<file path="src/rtl/backscatter_pkg.sv">
// backscatter_pkg: shared state encoding, default timing and whitening constants for the backscatter TX sequencer.
package backscatter_pkg;
  typedef enum logic [1:0] {IDLE, PREAMBLE, PAYLOAD, GAP} state_t;
  localparam int DEF_CLK_PER_BIT = 24;
  localparam int DEF_PREAMBLE_BITS = 8;
  localparam int DEF_GAP_CYCLES = 2400;
  localparam logic [6:0] WHITEN_POLY = 7'h11;
  function automatic logic [6:0] lfsr_next(input logic [6:0] s);
    return {s[5:0], 1'b0} ^ (s[6] ? WHITEN_POLY : 7'h00);
  endfunction
endpackage

</file>
<file path="src/rtl/backscatter_tx_sequencer_bit_slot_timer.sv">
// bit_slot_timer: free-running bit-slot counter with synchronous clear and a slot_last flag on the final cycle.
module bit_slot_timer #(
  parameter int CLK_PER_BIT = 24
) (
  input  logic clock,
  input  logic reset,
  input  logic clear,
  output logic slot_last
);
  localparam int W = $clog2(CLK_PER_BIT);
  logic [W-1:0] cnt;
  assign slot_last = cnt == W'(CLK_PER_BIT - 1);
  always_ff @(posedge clock or negedge reset)
    if (!reset) cnt <= '0;
    else cnt <= (clear || slot_last) ? '0 : cnt + W'(1);
endmodule

</file>
<file path="src/rtl/backscatter_tx_sequencer.sv">
// backscatter_tx_sequencer: preamble/payload/gap frame sequencer for the backscatter modulator.
// Define BACKSCATTER_TX_WHITEN_EN to XOR payload bits with a BLE whitening LFSR.
module backscatter_tx_sequencer
  import backscatter_pkg::*;
#(
  parameter int CLK_PER_BIT = DEF_CLK_PER_BIT,
  parameter int PREAMBLE_BITS = DEF_PREAMBLE_BITS,
  parameter int GAP_CYCLES = DEF_GAP_CYCLES,
  parameter int LEN_W = 8,
  parameter int REP_W = 4
`ifdef BACKSCATTER_TX_WHITEN_EN
  , parameter logic [6:0] WHITEN_SEED = 7'h53
`endif
) (
  input  logic             clock,
  input  logic             reset,
  input  logic             start,
  input  logic [LEN_W-1:0] cfg_len,
  input  logic [REP_W-1:0] cfg_repeat,
  input  logic             bit_valid,
  input  logic             bit_data,
  output logic             bit_ready,
  output logic             mod_trigger,
  output logic             tone_sel,
  output logic             busy,
  output logic             done,
  output logic             underrun
);
  localparam int PRE_W = $clog2(PREAMBLE_BITS + 1);
  state_t state;
  logic [LEN_W-1:0] len_q, bit_cnt;
  logic [REP_W-1:0] rep_cnt;
  logic [15:0] gap_cnt;
  logic [PRE_W-1:0] pre_cnt;
  logic slot_last, timer_clear, fetch_slot, in_bit;
  assign timer_clear = state == IDLE || state == GAP;
  bit_slot_timer #(.CLK_PER_BIT(CLK_PER_BIT)) u_timer (
    .clock(clock),
    .reset(reset),
    .clear(timer_clear),
    .slot_last(slot_last)
  );
  // A fetch belongs to the slot before every payload slot, including the last preamble slot.
  assign fetch_slot = (state == PREAMBLE && pre_cnt == PRE_W'(PREAMBLE_BITS - 1)) ||
                      (state == PAYLOAD && bit_cnt != len_q - LEN_W'(1));
  assign bit_ready = slot_last && fetch_slot;
  assign busy = state != IDLE;
`ifdef BACKSCATTER_TX_WHITEN_EN
  logic [6:0] lfsr;
  assign in_bit = bit_data ^ lfsr[6];
  always_ff @(posedge clock or negedge reset)
    if (!reset) lfsr <= '0;
    else if ((state == IDLE && start) || (state == GAP && gap_cnt == 16'(GAP_CYCLES - 1))) lfsr <= WHITEN_SEED;
    else if (bit_ready && bit_valid) lfsr <= lfsr_next(lfsr);
`else
  assign in_bit = bit_data;
`endif
  always_ff @(posedge clock or negedge reset) begin
    if (!reset) begin
      state <= IDLE;
      len_q <= '0;
      bit_cnt <= '0;
      rep_cnt <= '0;
      gap_cnt <= '0;
      pre_cnt <= '0;
      mod_trigger <= 1'b0;
      tone_sel <= 1'b0;
      done <= 1'b0;
      underrun <= 1'b0;
    end else begin
      done <= 1'b0;
      if (state == IDLE) begin
        if (start) begin
          len_q <= cfg_len;
          underrun <= 1'b0;
          gap_cnt <= '0;
          pre_cnt <= '0;
          bit_cnt <= '0;
          rep_cnt <= cfg_len == '0 ? '0 : cfg_repeat;
          state <= cfg_len == '0 ? GAP : PREAMBLE;
          mod_trigger <= cfg_len != '0;
          tone_sel <= cfg_len != '0;
        end
      end else if (state == GAP) begin
        if (gap_cnt == 16'(GAP_CYCLES - 1)) begin
          gap_cnt <= '0;
          pre_cnt <= '0;
          if (rep_cnt != '0) begin
            rep_cnt <= rep_cnt - REP_W'(1);
            state <= PREAMBLE;
            mod_trigger <= 1'b1;
            tone_sel <= 1'b1;
          end else begin
            state <= IDLE;
            done <= 1'b1;
          end
        end else gap_cnt <= gap_cnt + 16'd1;
      end else if (slot_last) begin
        if (bit_ready && !bit_valid) begin
          underrun <= 1'b1;
          rep_cnt <= '0;
          state <= GAP;
          gap_cnt <= '0;
          mod_trigger <= 1'b0;
          tone_sel <= 1'b0;
        end else if (bit_ready) begin
          bit_cnt <= state == PAYLOAD ? bit_cnt + LEN_W'(1) : '0;
          state <= PAYLOAD;
          tone_sel <= in_bit;
        end else if (state == PAYLOAD) begin
          state <= GAP;
          gap_cnt <= '0;
          mod_trigger <= 1'b0;
          tone_sel <= 1'b0;
        end else begin
          pre_cnt <= pre_cnt + PRE_W'(1);
          tone_sel <= ~tone_sel;
        end
      end
    end
  end
endmodule

</file>
<file path="config.mk">
export PLATFORM = sky130hd
export DESIGN_NAME = backscatter_tx_sequencer
export DESIGN_NICKNAME = d
export VERILOG_FILES = /design/src/rtl/backscatter_pkg.sv /design/src/rtl/backscatter_tx_sequencer_bit_slot_timer.sv /design/src/rtl/backscatter_tx_sequencer.sv
export SDC_FILE = /design/constraint.sdc
export NUM_CORES = 1
export LEC_CHECK = 0
export CORE_ASPECT_RATIO = 0.75
export CORE_MARGIN = 2
export CORE_UTILIZATION = 30
export CTS_BUF_LIST = sky130_fd_sc_hd__clkbuf_4 sky130_fd_sc_hd__clkbuf_8
export CTS_CLUSTER_SIZE = 40
export DETAILED_ROUTE_END_ITERATION = 7
export MAX_ROUTING_LAYER = met4
export PLACE_DENSITY = 0.52
export SYNTH_ARGS = -nofsm -noshare
export SYNTH_HDL_FRONTEND = slang
export SYNTH_HIERARCHICAL = 1
export SYNTH_SLANG_ARGS = --single-unit
export TNS_END_PERCENT = 100
</file>
<file path="constraint.sdc">
create_clock -name clock -period 6.11 [get_ports clock]
set_input_delay 1.5275 -clock clock [delete_from_list [all_inputs] [get_ports clock]]
set_output_delay 1.5275 -clock clock [all_outputs]
set_load 0.02 [all_outputs]
</file>
==> impl_results.md, run 1 <==
- Outcome: finished, final reports clean
- Final setup viols: 0
- Commonest non-fill, non-tap cell in the layout: dfrtp_1
- CP max FO: 7
- Full die area: 0.0119 sq mm
- Area leader, netlist: dfrtp_1
- Critical Path RT: 4580 ps
- Core ar.: 0.0108 sq mm
- Initial Utilization: 0.305
- Placed cells: 505
- M1 wire length: 4470 um
- Final Skew: between 15 and 20 ps
- Final Hold Viols: 0
- Pwr Density: ~160 mW/mm^2
- Primary FF master, synth: dfrtp_1
- Clock sinks: 51
- Pre-antenna DRT Iters: 4
- ANT cells: 0
- Mapped Area: 0.00330 sq mm
- Crit path capture type: primary output
- Number of global-route vias before repair: between 2k and 3k
- Clock Path Buffers: 2
- Via count: about 2.9k
- Library cells used by synthesis: between 70 and 80
- Avg WL per Cell: 16.5 um
- Max-slew violation count: 0
- Max Cap Viol: 0
- Total CTS buffers: 5
- Multiplexer area fraction after synthesis: 0.0632
- Cts hold-fix bufs: 0
- Setup slack, reg-to-reg: 3090 ps
- Synth Area in Compound Gates: 0.240
- Final Instance Area: around 0.0038 sq mm
- Achievable frequency: ~210 MHz
- Filler Cells Inserted: 1121
- Syn nets: 379
- Initial antenna violation count: 0
- Post-synth ARST share: 1.00
- Area contributors post-synth: dfrtp_1, ha_1, a21oi_1
- FF+latch count, synth: 51
- Share of layout cells above drive strength 1: 0.110
- Mean post-synth cell area: roughly 9.4 sq um
- Top Metal Used: met4
- Static Leak: 1.67 nW
- Met3 routed wirelength: ~250 um
- Crit share post-route: 0.777
- Routability Congestion: approximately 0.84
- Non-filler cells, final: 513
- Relative slew slack: 0.321
- Chip width: 125 um
- Clk slew on worst S/H paths: 110 ps
- # IOs: 23
- Pin count of the biggest net entering global routing: 52
- Transition time of the tightest slew-check pin: 1020 ps
- Die span in y: 94.9 um
- Setup Buffers After CTS: 0
- GRT Total Usage: 0.155
- Root Buffer: clkbuf_8
- DRC marker count from the first detailed-route iteration: 192
- Setup TNS: 0 ps
- Area grow syn2layout: 14.2%
- PnR worst setup slack: between 1000 and 1500 ps
- Clock Latency Late Sink: 320 ps
- CTS H-tree lvls: 2
- YS warnings: 6
- CTS tree: done
- CTS resizes: 0
- WL met2: 3630 um
- Synth Area in Adders: 0.0379
- Nets@finish: 399
- Startpoint Class: flop
- XOR/XNOR Fraction of Synth Area: 0.0318
- Placed Area: 0.00366 sq mm
- Std cell rows: 33
- Vias per inst: 5.57
- Post-Synth Simple-Gate Area: 0.203
- Main combinational cell family by area after synthesis: compound AO/OA/AOI/OAI gates
- Post-synth EDFFs: 0
- HP Class: reg2reg
- Most frequent cells in the layout: dfrtp_1, nand2_1, a21oi_1
- Post-Place Worst Slack: approximately 1800 ps
- Sequential fraction of the synthesis area: 0.386
- RSZ-0062 raised after global routing: false
- Gate Count Post-Synth: 352
- Antenna viol nets, final: 0
- Fin crit period: 4750 ps
- Routed WL: 8440 um
- Dpl hpwl: 6050 um
- Global-route wire length before repair: ~14000 um
- Drt drc: 0
- Synth top area share: 0.386
- Worst IR Drop VDD: 0.0658 mV
- Aggregate global routing overflow: 0
- Data arrival time of the critical path: approximately 3200 ps
- Critical path class: reg2out
- Buffers on Ports: 22
[cell type report]
cell class / count / area [sq um] / share of cell area
repair buffers: 23 / 223 / 0.0590
clock inverters: 3 / 43.8 / 0.0116
flip-flops and latches: 51 / 1280 / 0.338
well taps: 140 / 175 / 0.0464
multi-input cells: 269 / 1900 / 0.505
clock buffers: 5 / 68.8 / 0.0182
inverters: 22 / 82.6 / 0.0219
[synth_stat cells (all sizes together) (3+ instances only)]
| library cell | n |
|---|---|
| dfrtp | 51 |
| nand2 | 30 |
| o21ai | 25 |
| a21oi | 24 |
| inv | 22 |
| nor2 | 20 |
| nand3 | 15 |
| mux2 | 12 |
| nor3 | 11 |
| ha | 10 |
| clkbuf | 9 |
| nand4 | 8 |
| nor4 | 8 |
| o22ai | 8 |
| xnor2 | 8 |
| mux2i | 7 |
| a31oi | 6 |
| o2bb2ai | 6 |
| a32o | 5 |
| and3 | 5 |
| a211o | 4 |
| and4 | 4 |
| o211ai | 4 |
| xor2 | 4 |
| a22oi | 3 |
| or2 | 3 |
| or4 | 3 |
[layer usage]
layer	track usage	up-vias
met5	-	-
li1	-	1367
met4	0.0380	0
met1	0.227	1426
met2	0.223	56
met3	0.0238	9
[final timing paths]
check                                            start                      end  cells past startpoint
max in group asynchronous                        reset   pre_cnt[0]$_DFFE_PN0P_                      2
worst max register to register    len_q[0]$_DFFE_PN0P_  gap_cnt[14]$_DFFE_PN0P_                      9
worst min register to register  rep_cnt[3]$_DFFE_PN0P_           done$_DFF_PN0_                      1
worst max-delay path              len_q[0]$_DFFE_PN0P_                bit_ready                      9
worst min-delay path            rep_cnt[3]$_DFFE_PN0P_           done$_DFF_PN0_                      1
min in group asynchronous                        reset   gap_cnt[4]$_DFFE_PN0P_                      2
[per-stage QoR]
step,total power (W),util,hold WS (ps)
2_1_floorplan,0.000351,-,408
3_3_place_gp,0.000370,0.338,445
3_5_place_dp,0.000370,0.338,454
4_1_cts,0.000614,0.349,491
5_1_grt,0.000637,0.349,500
6_report,0.000605,0.349,483
[sequential cells by signal, indices dropped and copies added, names as in the netlist, 2 cells and up]
signal / count
pre_cnt: 4
state: 2
rep_cnt: 4
u_timer/cnt: 5
gap_cnt: 16
bit_cnt: 8
len_q: 8
[critical path: stages, from the launching register on]
cell	delay, ps
dfrtp_1	450
inv_1	80
ha_1	170
nor3b_2	380
o21ai_0	130
a31oi_1	330
nand2_1	150
a31oi_1	430
or2_2	200
clkdlybuf4s50_1	590
[cells by family after synthesis]
family	count (synthesis)
AND/OR/NAND/NOR	120
AO/OA/AOI/OAI	108
multiplexers	19
buffers and inverters	32
XOR/XNOR	12
flip-flops	51
adder cells (fa/ha/maj)	10
[report_power, final]
| group | total [W] | internal, W | switching, W | leakage [nW] |
|---|---|---|---|---|
| clock | 0.000242 | 0.000122 | 0.000119 | 0.0581 |
| sequential | 0.000341 | 0.000339 | 0.00000235 | 0.638 |
| combinational | 0.0000221 | 0.0000111 | 0.0000111 | 0.978 |
Note: power is estimated with default switching activity, not from simulation.
==> run 2, diff against run 1 <==
==> constraint.sdc (replaced) <==
create_clock -name clock -period 4.4 [get_ports clock]
set_input_delay 1.1 -clock clock [delete_from_list [all_inputs] [get_ports clock]]
set_output_delay 1.1 -clock clock [all_outputs]
set_load 0.02 [all_outputs]
==> run 2 against run 1 <==
Compared with the run above:
- die area unchanged
- clock-buffer cell count is the same
- largest power group unchanged
- non-clock buffer count rose by 3
- worst hold slack worse by 29 ps
- worst setup slack worse by 1100 ps
- final area barely moved
- core utilization about the same
- sequential share of layout area hardly changed
==> impl_results.md, run 2 (synthesized netlist as in run 1, its figures left out) <==
- Outcome: finished, final reports clean
- Crit path capture type: primary output
- Largest registers: gap_cnt: 16 flops, bit_cnt: 8 flops, len_q: 8 flops
- Setup Buffers After CTS: 0
- Clk slew on worst S/H paths: 100 ps
- Post-Place Worst Slack: 655 ps
- Initial Utilization: 0.305
- CTS H-tree lvls: 2
- Clock Path Buffers: 2
- DRC marker count from the first detailed-route iteration: 239
- Total CTS buffers: 5
- Biggest register: gap_cnt
- Initial antenna violation count: 0
- Final Hold Viols: 0
- Critical Path RT: 3300 ps
- CP max FO: 7
- PnR worst setup slack: 310 ps
- Core ar.: 0.0108 sq mm
- # IOs: 23
- Dpl hpwl: 6150 um
- Pin count of the biggest net entering global routing: 31
- Filler Cells Inserted: 1090
- Final Skew: 10.5 ps
- Critical path class: reg2out
- CTS resizes: 0
- Std cell rows: 33
- RSZ-0062 raised after global routing: false
- Max FFs per register: 16
- Achievable frequency: 244 MHz
- Clock Latency Late Sink: 320 ps
- Die span in y: 94.9 um
- Commonest non-fill, non-tap cell in the layout: dfrtp_1
- Max Cap Viol: 0
- Data arrival time of the critical path: 2990 ps
- Transition time of the tightest slew-check pin: 608 ps
- ANT cells: 0
- Placed cells: 508
- Global-route wire length before repair: between 10000 and 15000 um
- Via count: 2818
- Fin crit period: 4090 ps
- Nets@finish: 402
- Worst IR Drop VDD: 0.137 mV
- Routability Congestion: around 0.85
- Share of layout cells above drive strength 1: 0.117
- Placed Area: 0.00368 sq mm
- Drt drc: 0
- Avg WL per Cell: 16.1 um
- Aggregate global routing overflow: 0
- Number of global-route vias before repair: 2722
- Area grow syn2layout: 14.2%
- Final Instance Area: 0.00377 sq mm
- Clock sinks: 51
- Routed WL: 8300 um
- Pre-antenna DRT Iters: 4
- Max-slew violation count: 0
- Static Leak: 1.67 nW
- GRT Total Usage: 0.154
- Startpoint Class: flop
- Final setup viols: 0
- CTS tree: done
- Antenna viol nets, final: 0
- Vias per inst: 5.46
- Root Buffer: clkbuf_8
- HP Class: reg2reg
- Relative slew slack: 0.595
- Most frequent cells in the layout: dfrtp_1, nand2_1, a21oi_1
- Crit share post-route: 0.930
- Chip width: 125 um
- Setup TNS: 0 ps
- Buffers on Ports: 22
- Full die area: between 0.01 and 0.015 sq mm
- Cts hold-fix bufs: 0
- Pwr Density: 207 mW/mm^2
- Non-filler cells, final: 516
run 2: cell count changes in the layout (fill, tap and decap cells not counted), sizes merged:
cell,previous run,this run
clkinvlp,0,2
buf,2,5
clkinv,2,1
bufinv,1,0
run 2: worst paths after layout:
path,slack [ps],to,depth (start not counted),from
min,450,done$_DFF_PN0_,1,rep_cnt[3]$_DFFE_PN0P_
max,310,bit_ready,8,len_q[0]$_DFFE_PN0P_
min reg2reg,450,done$_DFF_PN0_,1,rep_cnt[3]$_DFFE_PN0P_
max reg2reg,1350,gap_cnt[14]$_DFFE_PN0P_,9,len_q[0]$_DFFE_PN0P_
max in group asynchronous,2880,bit_cnt[4]$_DFFE_PN0P_,2,reset
min in group asynchronous,730,gap_cnt[4]$_DFFE_PN0P_,1,reset
run 2: layout make-up:
| type | instances | area (sq um) | share of cell area |
|---|---|---|---|
| Multi-Input combinational cell | 269 | 1900 | 0.505 |
| Sequential cell | 51 | 1280 | 0.338 |
| Timing Repair Buffer | 26 | 245 | 0.0650 |
| Tap cell | 140 | 175 | 0.0464 |
| Inverter | 22 | 82.6 | 0.0219 |
| Clock buffer | 5 | 68.8 | 0.0182 |
| Clock inverter | 3 | 20.0 | 0.00531 |
run 2: power by group:
part | switching (W) | leakage [nW] | internal [W]
clock | 0.000167 | 0.0402 | 0.000111
combinational | 0.0000151 | 0.993 | 0.0000154
sequential | 0.00000314 | 0.638 | 0.000470
run 2: metrics by stage:
step | total power (W) | hold slack (ps) | util
floorplan | 0.000487 | 408 | -
global placement | 0.000515 | 442 | 0.341
detailed placement | 0.000514 | 444 | 0.341
CTS | 0.000794 | 459 | 0.349
global route | 0.000819 | 470 | 0.349
finish | 0.000782 | 454 | 0.349
run 2: worst max-delay path: stages (launching register included):
cell and delay, ps:
dfrtp_1 450, inv_1 80, ha_1 170, nor3b_2 390
a22oi_1 200, nor3_4 370, a31oi_1 170, or2_2 300
clkdlybuf4s50_1 540
run 2: routing by layer:
layer | routed length (um) | global-route usage
met1 | 4440 | 0.223
met2 | 3540 | 0.226
met3 | 264 | 0.0272
met4 | 64 | 0.0306
met5 | 0 | -
